### config.mk
export PLATFORM = sky130hd
export DESIGN_NAME = id_ex_operand_stage_flat
export DESIGN_NICKNAME = d
export VERILOG_FILES = /design/src/rtl/id_ex_operand_stage_if.sv /design/src/rtl/id_ex_operand_stage.sv /design/src/flat_wrapper.sv
export SDC_FILE = /design/constraint.sdc
export NUM_CORES = 1
export LEC_CHECK = 0
export BUFFER_PORTS_ARGS = -buffer_cell sky130_fd_sc_hd__buf_4
export CAP_MARGIN = 30
export CORE_MARGIN = 3
export CORE_UTILIZATION = 40
export CTS_BUF_LIST = sky130_fd_sc_hd__clkbuf_4
export DETAILED_ROUTE_END_ITERATION = 10
export PLACE_DENSITY = 0.8
export SETUP_SLACK_MARGIN = 0.5
export SLEW_MARGIN = 20
export SYNTH_ARGS = -nofsm -noshare
export SYNTH_HDL_FRONTEND = slang
export SYNTH_SLANG_ARGS = --single-unit
### constraint.sdc
create_clock -name clk -period 2.6 [get_ports clk]
set_input_delay 0.39 -clock clk [delete_from_list [all_inputs] [get_ports clk]]
set_output_delay 0.39 -clock clk [all_outputs]
set_load 0.05 [all_outputs]
### src/rtl/id_ex_operand_stage_if.sv
// Signal bundle between the decode stage and the ID/EX operand stage.
// master = decode/forwarding sources, slave = the operand stage.
interface id_ex_operand_stage_if #(
  parameter int unsigned DW    = 32,
  parameter int unsigned AW    = 5,
  parameter int unsigned CNT_W = 16
) ();
  logic          id_valid;
  logic [AW-1:0] id_rs;
  logic [AW-1:0] id_rt;
  logic [AW-1:0] id_rd;
  logic          id_uses_rs;
  logic          id_uses_rt;
  logic          id_is_load;
  logic          id_reg_write;
  logic [DW-1:0] rf_a;
  logic [DW-1:0] rf_b;
  logic [DW-1:0] ex_fwd_data;
  logic          mem_reg_write;
  logic [AW-1:0] mem_rd;
  logic [DW-1:0] mem_fwd_data;
  logic          wb_reg_write;
  logic [AW-1:0] wb_rd;
  logic [DW-1:0] wb_data;
  logic          flush;

  logic             stall;
  logic             ex_valid;
  logic [DW-1:0]    ex_a;
  logic [DW-1:0]    ex_b;
  logic [AW-1:0]    ex_rd;
  logic             ex_is_load;
  logic             ex_reg_write;
  logic [CNT_W-1:0] stall_count;

  modport master (
    output id_valid, id_rs, id_rt, id_rd, id_uses_rs, id_uses_rt, id_is_load, id_reg_write,
    output rf_a, rf_b, ex_fwd_data, mem_reg_write, mem_rd, mem_fwd_data,
    output wb_reg_write, wb_rd, wb_data, flush,
    input  stall, ex_valid, ex_a, ex_b, ex_rd, ex_is_load, ex_reg_write, stall_count
  );

  modport slave (
    input  id_valid, id_rs, id_rt, id_rd, id_uses_rs, id_uses_rt, id_is_load, id_reg_write,
    input  rf_a, rf_b, ex_fwd_data, mem_reg_write, mem_rd, mem_fwd_data,
    input  wb_reg_write, wb_rd, wb_data, flush,
    output stall, ex_valid, ex_a, ex_b, ex_rd, ex_is_load, ex_reg_write, stall_count
  );
endinterface

### src/rtl/id_ex_operand_stage.sv
// ID/EX operand stage: forwarding from EX/MEM/WB, load-use stall detection,
// and the ID/EX pipeline register with a saturating bubble counter.
module id_ex_operand_stage #(
  parameter int unsigned DW    = 32,
  parameter int unsigned AW    = 5,
  parameter int unsigned CNT_W = 16
) (
  input logic              clk,
  input logic              rst_n,
  id_ex_operand_stage_if.slave bus
);

  logic             ex_valid_q;
  logic [DW-1:0]    ex_a_q;
  logic [DW-1:0]    ex_b_q;
  logic [AW-1:0]    ex_rd_q;
  logic             ex_is_load_q;
  logic             ex_reg_write_q;
  logic [CNT_W-1:0] stall_count_q;

  logic          ex_hit_s;
  logic          ex_hit_t;
  logic          stall_c;
  logic [DW-1:0] op_a;
  logic [DW-1:0] op_b;

  assign ex_hit_s = ex_valid_q & ex_reg_write_q & (ex_rd_q != '0) & (ex_rd_q == bus.id_rs);
  assign ex_hit_t = ex_valid_q & ex_reg_write_q & (ex_rd_q != '0) & (ex_rd_q == bus.id_rt);

  assign stall_c = bus.id_valid & ~bus.flush & ex_is_load_q &
                   ((bus.id_uses_rs & ex_hit_s) | (bus.id_uses_rt & ex_hit_t));

  // WB wins over rf because the register file only commits on this same edge.
  function automatic logic [DW-1:0] sel_operand(input logic [AW-1:0] idx,
                                                input logic [DW-1:0] rf,
                                                input logic          ex_hit);
    logic [DW-1:0] res;
    res = rf;
    if (idx == '0) begin
      res = rf;
    end else if (ex_hit && !ex_is_load_q) begin
      res = bus.ex_fwd_data;
    end else if (bus.mem_reg_write && (bus.mem_rd == idx)) begin
      res = bus.mem_fwd_data;
    end else if (bus.wb_reg_write && (bus.wb_rd == idx)) begin
      res = bus.wb_data;
    end
    return res;
  endfunction

  always_comb begin
    op_a = sel_operand(bus.id_rs, bus.rf_a, ex_hit_s);
    op_b = sel_operand(bus.id_rt, bus.rf_b, ex_hit_t);
  end

  always_ff @(posedge clk or negedge rst_n) begin
    if (!rst_n) begin
      ex_valid_q     <= 1'b0;
      ex_a_q         <= '0;
      ex_b_q         <= '0;
      ex_rd_q        <= '0;
      ex_is_load_q   <= 1'b0;
      ex_reg_write_q <= 1'b0;
      stall_count_q  <= '0;
    end else if (bus.flush) begin
      ex_valid_q     <= 1'b0;
      ex_is_load_q   <= 1'b0;
      ex_reg_write_q <= 1'b0;
    end else if (stall_c) begin
      ex_valid_q     <= 1'b0;
      ex_is_load_q   <= 1'b0;
      ex_reg_write_q <= 1'b0;
      if (stall_count_q != {CNT_W{1'b1}}) begin
        stall_count_q <= stall_count_q + CNT_W'(1);
      end
    end else begin
      ex_valid_q     <= bus.id_valid;
      ex_a_q         <= op_a;
      ex_b_q         <= op_b;
      ex_rd_q        <= bus.id_rd;
      ex_is_load_q   <= bus.id_is_load & bus.id_valid;
      ex_reg_write_q <= bus.id_reg_write & bus.id_valid;
    end
  end

  assign bus.stall        = stall_c;
  assign bus.ex_valid     = ex_valid_q;
  assign bus.ex_a         = ex_a_q;
  assign bus.ex_b         = ex_b_q;
  assign bus.ex_rd        = ex_rd_q;
  assign bus.ex_is_load   = ex_is_load_q;
  assign bus.ex_reg_write = ex_reg_write_q;
  assign bus.stall_count  = stall_count_q;

endmodule

### src/flat_wrapper.sv
// flat-port wrapper written by rule: the top's interface ports become plain ports
module id_ex_operand_stage_flat 
#(
  parameter int unsigned DW    = 32,
  parameter int unsigned AW    = 5,
  parameter int unsigned CNT_W = 16
)
  (clk, rst_n, bus_id_valid, bus_id_rs, bus_id_rt, bus_id_rd, bus_id_uses_rs, bus_id_uses_rt, bus_id_is_load, bus_id_reg_write, bus_rf_a, bus_rf_b, bus_ex_fwd_data, bus_mem_reg_write, bus_mem_rd, bus_mem_fwd_data, bus_wb_reg_write, bus_wb_rd, bus_wb_data, bus_flush, bus_stall, bus_ex_valid, bus_ex_a, bus_ex_b, bus_ex_rd, bus_ex_is_load, bus_ex_reg_write, bus_stall_count);
  id_ex_operand_stage_if #(.DW(DW), .AW(AW), .CNT_W(CNT_W)) bus_i ();
  input logic clk;
  input logic rst_n;
  input wire logic [$bits(bus_i.id_valid)-1:0] bus_id_valid;
  input wire logic [$bits(bus_i.id_rs)-1:0] bus_id_rs;
  input wire logic [$bits(bus_i.id_rt)-1:0] bus_id_rt;
  input wire logic [$bits(bus_i.id_rd)-1:0] bus_id_rd;
  input wire logic [$bits(bus_i.id_uses_rs)-1:0] bus_id_uses_rs;
  input wire logic [$bits(bus_i.id_uses_rt)-1:0] bus_id_uses_rt;
  input wire logic [$bits(bus_i.id_is_load)-1:0] bus_id_is_load;
  input wire logic [$bits(bus_i.id_reg_write)-1:0] bus_id_reg_write;
  input wire logic [$bits(bus_i.rf_a)-1:0] bus_rf_a;
  input wire logic [$bits(bus_i.rf_b)-1:0] bus_rf_b;
  input wire logic [$bits(bus_i.ex_fwd_data)-1:0] bus_ex_fwd_data;
  input wire logic [$bits(bus_i.mem_reg_write)-1:0] bus_mem_reg_write;
  input wire logic [$bits(bus_i.mem_rd)-1:0] bus_mem_rd;
  input wire logic [$bits(bus_i.mem_fwd_data)-1:0] bus_mem_fwd_data;
  input wire logic [$bits(bus_i.wb_reg_write)-1:0] bus_wb_reg_write;
  input wire logic [$bits(bus_i.wb_rd)-1:0] bus_wb_rd;
  input wire logic [$bits(bus_i.wb_data)-1:0] bus_wb_data;
  input wire logic [$bits(bus_i.flush)-1:0] bus_flush;
  output wire logic [$bits(bus_i.stall)-1:0] bus_stall;
  output wire logic [$bits(bus_i.ex_valid)-1:0] bus_ex_valid;
  output wire logic [$bits(bus_i.ex_a)-1:0] bus_ex_a;
  output wire logic [$bits(bus_i.ex_b)-1:0] bus_ex_b;
  output wire logic [$bits(bus_i.ex_rd)-1:0] bus_ex_rd;
  output wire logic [$bits(bus_i.ex_is_load)-1:0] bus_ex_is_load;
  output wire logic [$bits(bus_i.ex_reg_write)-1:0] bus_ex_reg_write;
  output wire logic [$bits(bus_i.stall_count)-1:0] bus_stall_count;
  assign bus_i.id_valid = bus_id_valid;
  assign bus_i.id_rs = bus_id_rs;
  assign bus_i.id_rt = bus_id_rt;
  assign bus_i.id_rd = bus_id_rd;
  assign bus_i.id_uses_rs = bus_id_uses_rs;
  assign bus_i.id_uses_rt = bus_id_uses_rt;
  assign bus_i.id_is_load = bus_id_is_load;
  assign bus_i.id_reg_write = bus_id_reg_write;
  assign bus_i.rf_a = bus_rf_a;
  assign bus_i.rf_b = bus_rf_b;
  assign bus_i.ex_fwd_data = bus_ex_fwd_data;
  assign bus_i.mem_reg_write = bus_mem_reg_write;
  assign bus_i.mem_rd = bus_mem_rd;
  assign bus_i.mem_fwd_data = bus_mem_fwd_data;
  assign bus_i.wb_reg_write = bus_wb_reg_write;
  assign bus_i.wb_rd = bus_wb_rd;
  assign bus_i.wb_data = bus_wb_data;
  assign bus_i.flush = bus_flush;
  assign bus_stall = bus_i.stall;
  assign bus_ex_valid = bus_i.ex_valid;
  assign bus_ex_a = bus_i.ex_a;
  assign bus_ex_b = bus_i.ex_b;
  assign bus_ex_rd = bus_i.ex_rd;
  assign bus_ex_is_load = bus_i.ex_is_load;
  assign bus_ex_reg_write = bus_i.ex_reg_write;
  assign bus_stall_count = bus_i.stall_count;
  id_ex_operand_stage #(.DW(DW), .AW(AW), .CNT_W(CNT_W)) u_core (.clk(clk), .rst_n(rst_n), .bus(bus_i));
endmodule
-- Yosys cells after proc, flatten, opt, wreduce, memory -nomap -nowiden
Index checks and enable logic that the tools add are counted.
- $add $sub $neg: 1
- muxes and demuxes: 14
- bitwise logic cells: 14
- reduce and logical (&&, ||, !) cells: 12
- eq/ne operators: 7
- operators by type and width (operator ; number):
    $mux W32 ; 8
    $eq A5 B5 Y1 ; 6
    $add A16 B1 Y16 const B ; 1
    $ne A16 B16 Y1 const B ; 1
    $and A1 B1 Y1 ; 11
    $logic_not A5 Y1 ; 2
    $logic_and A1 B1 Y1 ; 6
    $mux W1 ; 6
    $reduce_bool A5 Y1 ; 1
    $reduce_and A3 Y1 ; 1
    $not A1 Y1 ; 2
    $reduce_and A2 Y1 ; 1
    $logic_not A1 Y1 ; 1
    $or A1 B1 Y1 ; 1
- bits in registers: 88
- input bits: 195
- word-level logic and storage cells: 55

-- Logic depth before layout (Yosys ltp)
- word-level depth: 8
- mapped depth: 8
- depth with buffers taken out: 7

-- Worst setup path before layout
Ideal clock, no wire load.
- kind: register to output
- start: register u_core.ex_rd_q[1] (netlist: u_core.bus.ex_rd[1])
- end: output port bus_stall
- buffers on the path: 0
- path slack: -583 ps
- cell stages (with the launch flop): 6
- data required time: 2210 ps
- arrival: 2793 ps
- path through: dfrtp_1 or4_1 o211ai_2 nor3_1 or2_2 nor3b_1
- longest elaborated chain between the ends: 6
- elaborated cells between the ends (all ways): 10
- classes of those cells: 2 x eq/ne; 7 x bitwise; 1 x reduce/logical
- ends and longest elaborated chain (element ; RTL line ; text):
    from (decl) ; id_ex_operand_stage.sv:16 ; logic [AW-1:0] ex_rd_q;
    from (signal assigned) ; id_ex_operand_stage.sv:80 ; ex_rd_q <= bus.id_rd;
    $reduce_bool A5 Y1 ; id_ex_operand_stage.sv:27, id_ex_operand_stage.sv:28 ;
    $and A1 B1 Y1 ; id_ex_operand_stage.sv:27, id_ex_operand_stage.sv:28 ;
    $and A1 B1 Y1, on equally long branches ; id_ex_operand_stage.sv:27, id_ex_operand_stage.sv:28 ;
    $and A1 B1 Y1 ; id_ex_operand_stage.sv:31 ; ((bus.id_uses_rs & ex_hit_s) | (bus.id_uses_rt & ex_hit_t));
    $or A1 B1 Y1 * ; id_ex_operand_stage.sv:31 ;
    $and A1 B1 Y1 * ; id_ex_operand_stage.sv:30 ; assign stall_c = bus.id_valid & ~bus.flush & ex_is_load_q &
    to (decl) ; flat_wrapper.sv:30 ; output wire logic [$bits(bus_i.stall)-1:0] bus_stall;
Every way passes the cells marked *; elsewhere a longest branch is shown, timed or not.

-- Worst setup path after layout
Same ends and word-level chain as after synthesis.

==> flow_summary.ini <==
[timing]
tns_ns = -0.432
rsz0062_at_grt = true
finalSetupViolations = 15
max-slew-margin-rel_pct = 59.8
layout_setup_ws_ns = -0.0919
tightest_slew_ns = 0.603
timing.fmax_ghz = 0.371
period_needed_ns = 2.69
skew_ns = 0.0225
hold_ws_ns = 0.115
fin_crit_sh_pct = 104
hold_viol_final = 0
slew_viol_final = 0

[cells_and_area]
drive_above_1_share_pct = 45.3
syn_to_final_growth_pct = 61.9
fin_nets = 1165
post-route-util_pct = 66.6

[critical_path]
cp.depth = 6
rr_startpoint = u_core.bus.ex_rd[1]$_DFFE_PN0P_
crit_arrival_ns = 2.30
cp_top_family = simple AND/OR/NAND/NOR gates
setup.worst_path.class = register to output pin
r2r-end = u_core.bus.ex_b[28]$_DFFE_PN0P_
r2r_slack_ns = -0.06
crit_start = u_core.bus.ex_rd[1]$_DFFE_PN0P_
reg2regPathDepth = 11
slowest_delay_ns = 0.58
worstPathBufferInverterCount = 1
crit_chain = or4_4, a21oi_4, nor3_2, or2_4, nor3b_4, buf_6
cp_max_fo = 3
cpMaxStageDelayCell = or4_4
end_kind = output pin
crit_path_start_kind = register
endpoint = bus_stall
required_ns = 2.21

[logic_synthesis]
seq_area_frac_synth_pct = 36.5
synth_edf_count = 0
syn_inst = 655
ys_types = 38
yosysMostFrequentCell = dfrtp_1
ys.flop_type = dfrtp_1
synth_top_area_share_pct = 36.5
postSynthAreaPerCell_um2 = 9.20
yosys.area.top_type = dfrtp_1
ys.warnings.count = 0
synth.top_cells.by_area = dfrtp_1 37%, a22oi_1 8.0%, mux2_2 6.9%
syn-cell-area_um2 = 6030
syn_nets = 851
synthArstFlopShare_pct = 100
ys_seq_elements = 88
synth_commonest_cells = 88 x dfrtp_1, 69 x nor2_1, 64 x a22oi_1, 64 x a31oi_1, 38 x clkbuf_1

[clock_tree]
cts.sinks = 88
cts_buffers = 9
cts_buffer_depth = 2
clk_pin_slew_ns = 0.16
root_buffer = clkbuf_4
cts_max_level = 3
insertion_delay_ns = 0.47
cts_tree = yes

[flow_run]
cap_violations = 0

[grt]
grt_pass1_vias = 7283
track_usage_pct = 30.8
antenna_found_initial = 2
grt_pass1_wl_um = 39700
grt_max_degree = 50
overflow = 0

[route]
via_per_inst = 6.15
via_count = 7132
wl_per_cell_um = 22.8
wirelength_um = 26500
first_iter_violations = 638
drc = 0
drtAntennaViolNets = 0
firstDrtPassIters = 7

[floorplan]
fp.dieH_um = 129
ios = 284
start_util_pct = 41.2
die_area_um2 = 16600
fp.dieW_um = 129
coreArea_um2 = 14600
rows = 44

[power_and_ir_drop]
p_per_area_nw_per_um2 = 428
power_leakage_nw = 4.13
vdd_drop_max_uv = 261
total_power_mw = 4.17

[status]
failed_checks = negative setup slack
status = finished, violations left

[place]
post-dp-hpwl_um = 16400
place_ws_ns = 0.147
place_congestion = 0.906
portBuffers = 283

[hold_path]
min_path_type = input port to register
[sequential cells by signal, indices dropped and copies added (netlist names)]
| name | flops |
|---|---|
| u_core.bus.ex_rd | 5 |
| u_core.bus.stall_count | 16 |
| u_core.bus.ex_is_load | 1 |
| u_core.bus.ex_reg_write | 1 |
| u_core.bus.ex_valid | 1 |
| u_core.bus.ex_a | 32 |
| u_core.bus.ex_b | 32 |
[how the worst min path moves through the flow]
stage                                start                           endpoint  slack (ns)  cells after the start
after global routing      bus_id_reg_write  u_core.bus.ex_reg_write$_DFF_PN0_         0.1                      2
after detailed placement             rst_n    u_core.bus.ex_a[26]$_DFFE_PN0P_        0.42                      1
after global placement               rst_n    u_core.bus.ex_a[26]$_DFFE_PN0P_        0.41                      1
after CTS                   bus_id_is_load    u_core.bus.ex_is_load$_DFF_PN0_        0.08                      2
final                     bus_id_reg_write  u_core.bus.ex_reg_write$_DFF_PN0_        0.11                      2
after floorplan                      rst_n     u_core.bus.ex_a[0]$_DFFE_PN0P_        0.09                      0
[placed cells by master (no fill, tap or decap), types with 12 or more instances in the layout]
cell type	Yosys	final
nand3_1	13	12
nor2b_1	32	32
o211ai_1	27	27
a31oi_1	64	64
mux2i_1	32	32
mux2_2	37	37
a22oi_1	64	64
buf_16	0	16
nor2_1	69	67
dfrtp_1	88	81
nand2_1	36	36
buf_4	1	313
xnor2_1	29	29
a221o_1	32	32
xor2_1	15	15
buf_12	0	15
[metal layers]
layer  GRT usage, %  part of all wire, %  up-vias
met1           37.5                   38     3419
met3           7.22                  9.7      101
met4           13.7                  3.7        2
li1               -                    -     3132
met5              0                0.034        -
met2           51.7                   49      478
[power breakdown]
part / switching, mW / internal (mW)
logic: 0.913 / 0.734
registers: 0.0801 / 1.49
clock network: 0.561 / 0.398
[cells by family after synthesis]
| logic type | count (synthesis) | synth area share [%] |
|---|---|---|
| buffers and inverters | 60 | 4.30 |
| adders and majority gates | 1 | 0.208 |
| xor gates and xnor gates | 44 | 6.39 |
| AOI/OAI and AO/OA | 204 | 25.5 |
| muxes | 69 | 12.2 |
| DFF | 88 | 36.5 |
| and+or+nand+nor | 189 | 14.9 |
[stage by stage]
step                      cell area, um^2  std cells
after floorplan                      6060        655
after detailed placement             8460       1089
after global placement               8460       1089
after CTS                            9630       1151
after global routing                 9760       1159
final                                9760       1159
[final cells by class]
cell class                 instances  area, um^2
multi-input combinational        507        3670
inverter                           2        7.51
tap                              184         230
antenna                            1        2.50
fill                            1146        4890
clock buffer                       9        67.6
timing repair buffer             361        3460
clock inverter                     7         101
sequential                        88        2210
[repair_timing]
action,4_1_cts,5_1_grt
pin swaps,6,3
cloned,20,1
hold buffers,1,0
buffers inserted,25,6
endpoints found under the hold margin,39,0
endpoints found under the setup margin,88,86
resized for setup,42,4
Note: power is estimated with default switching activity, not from simulation.
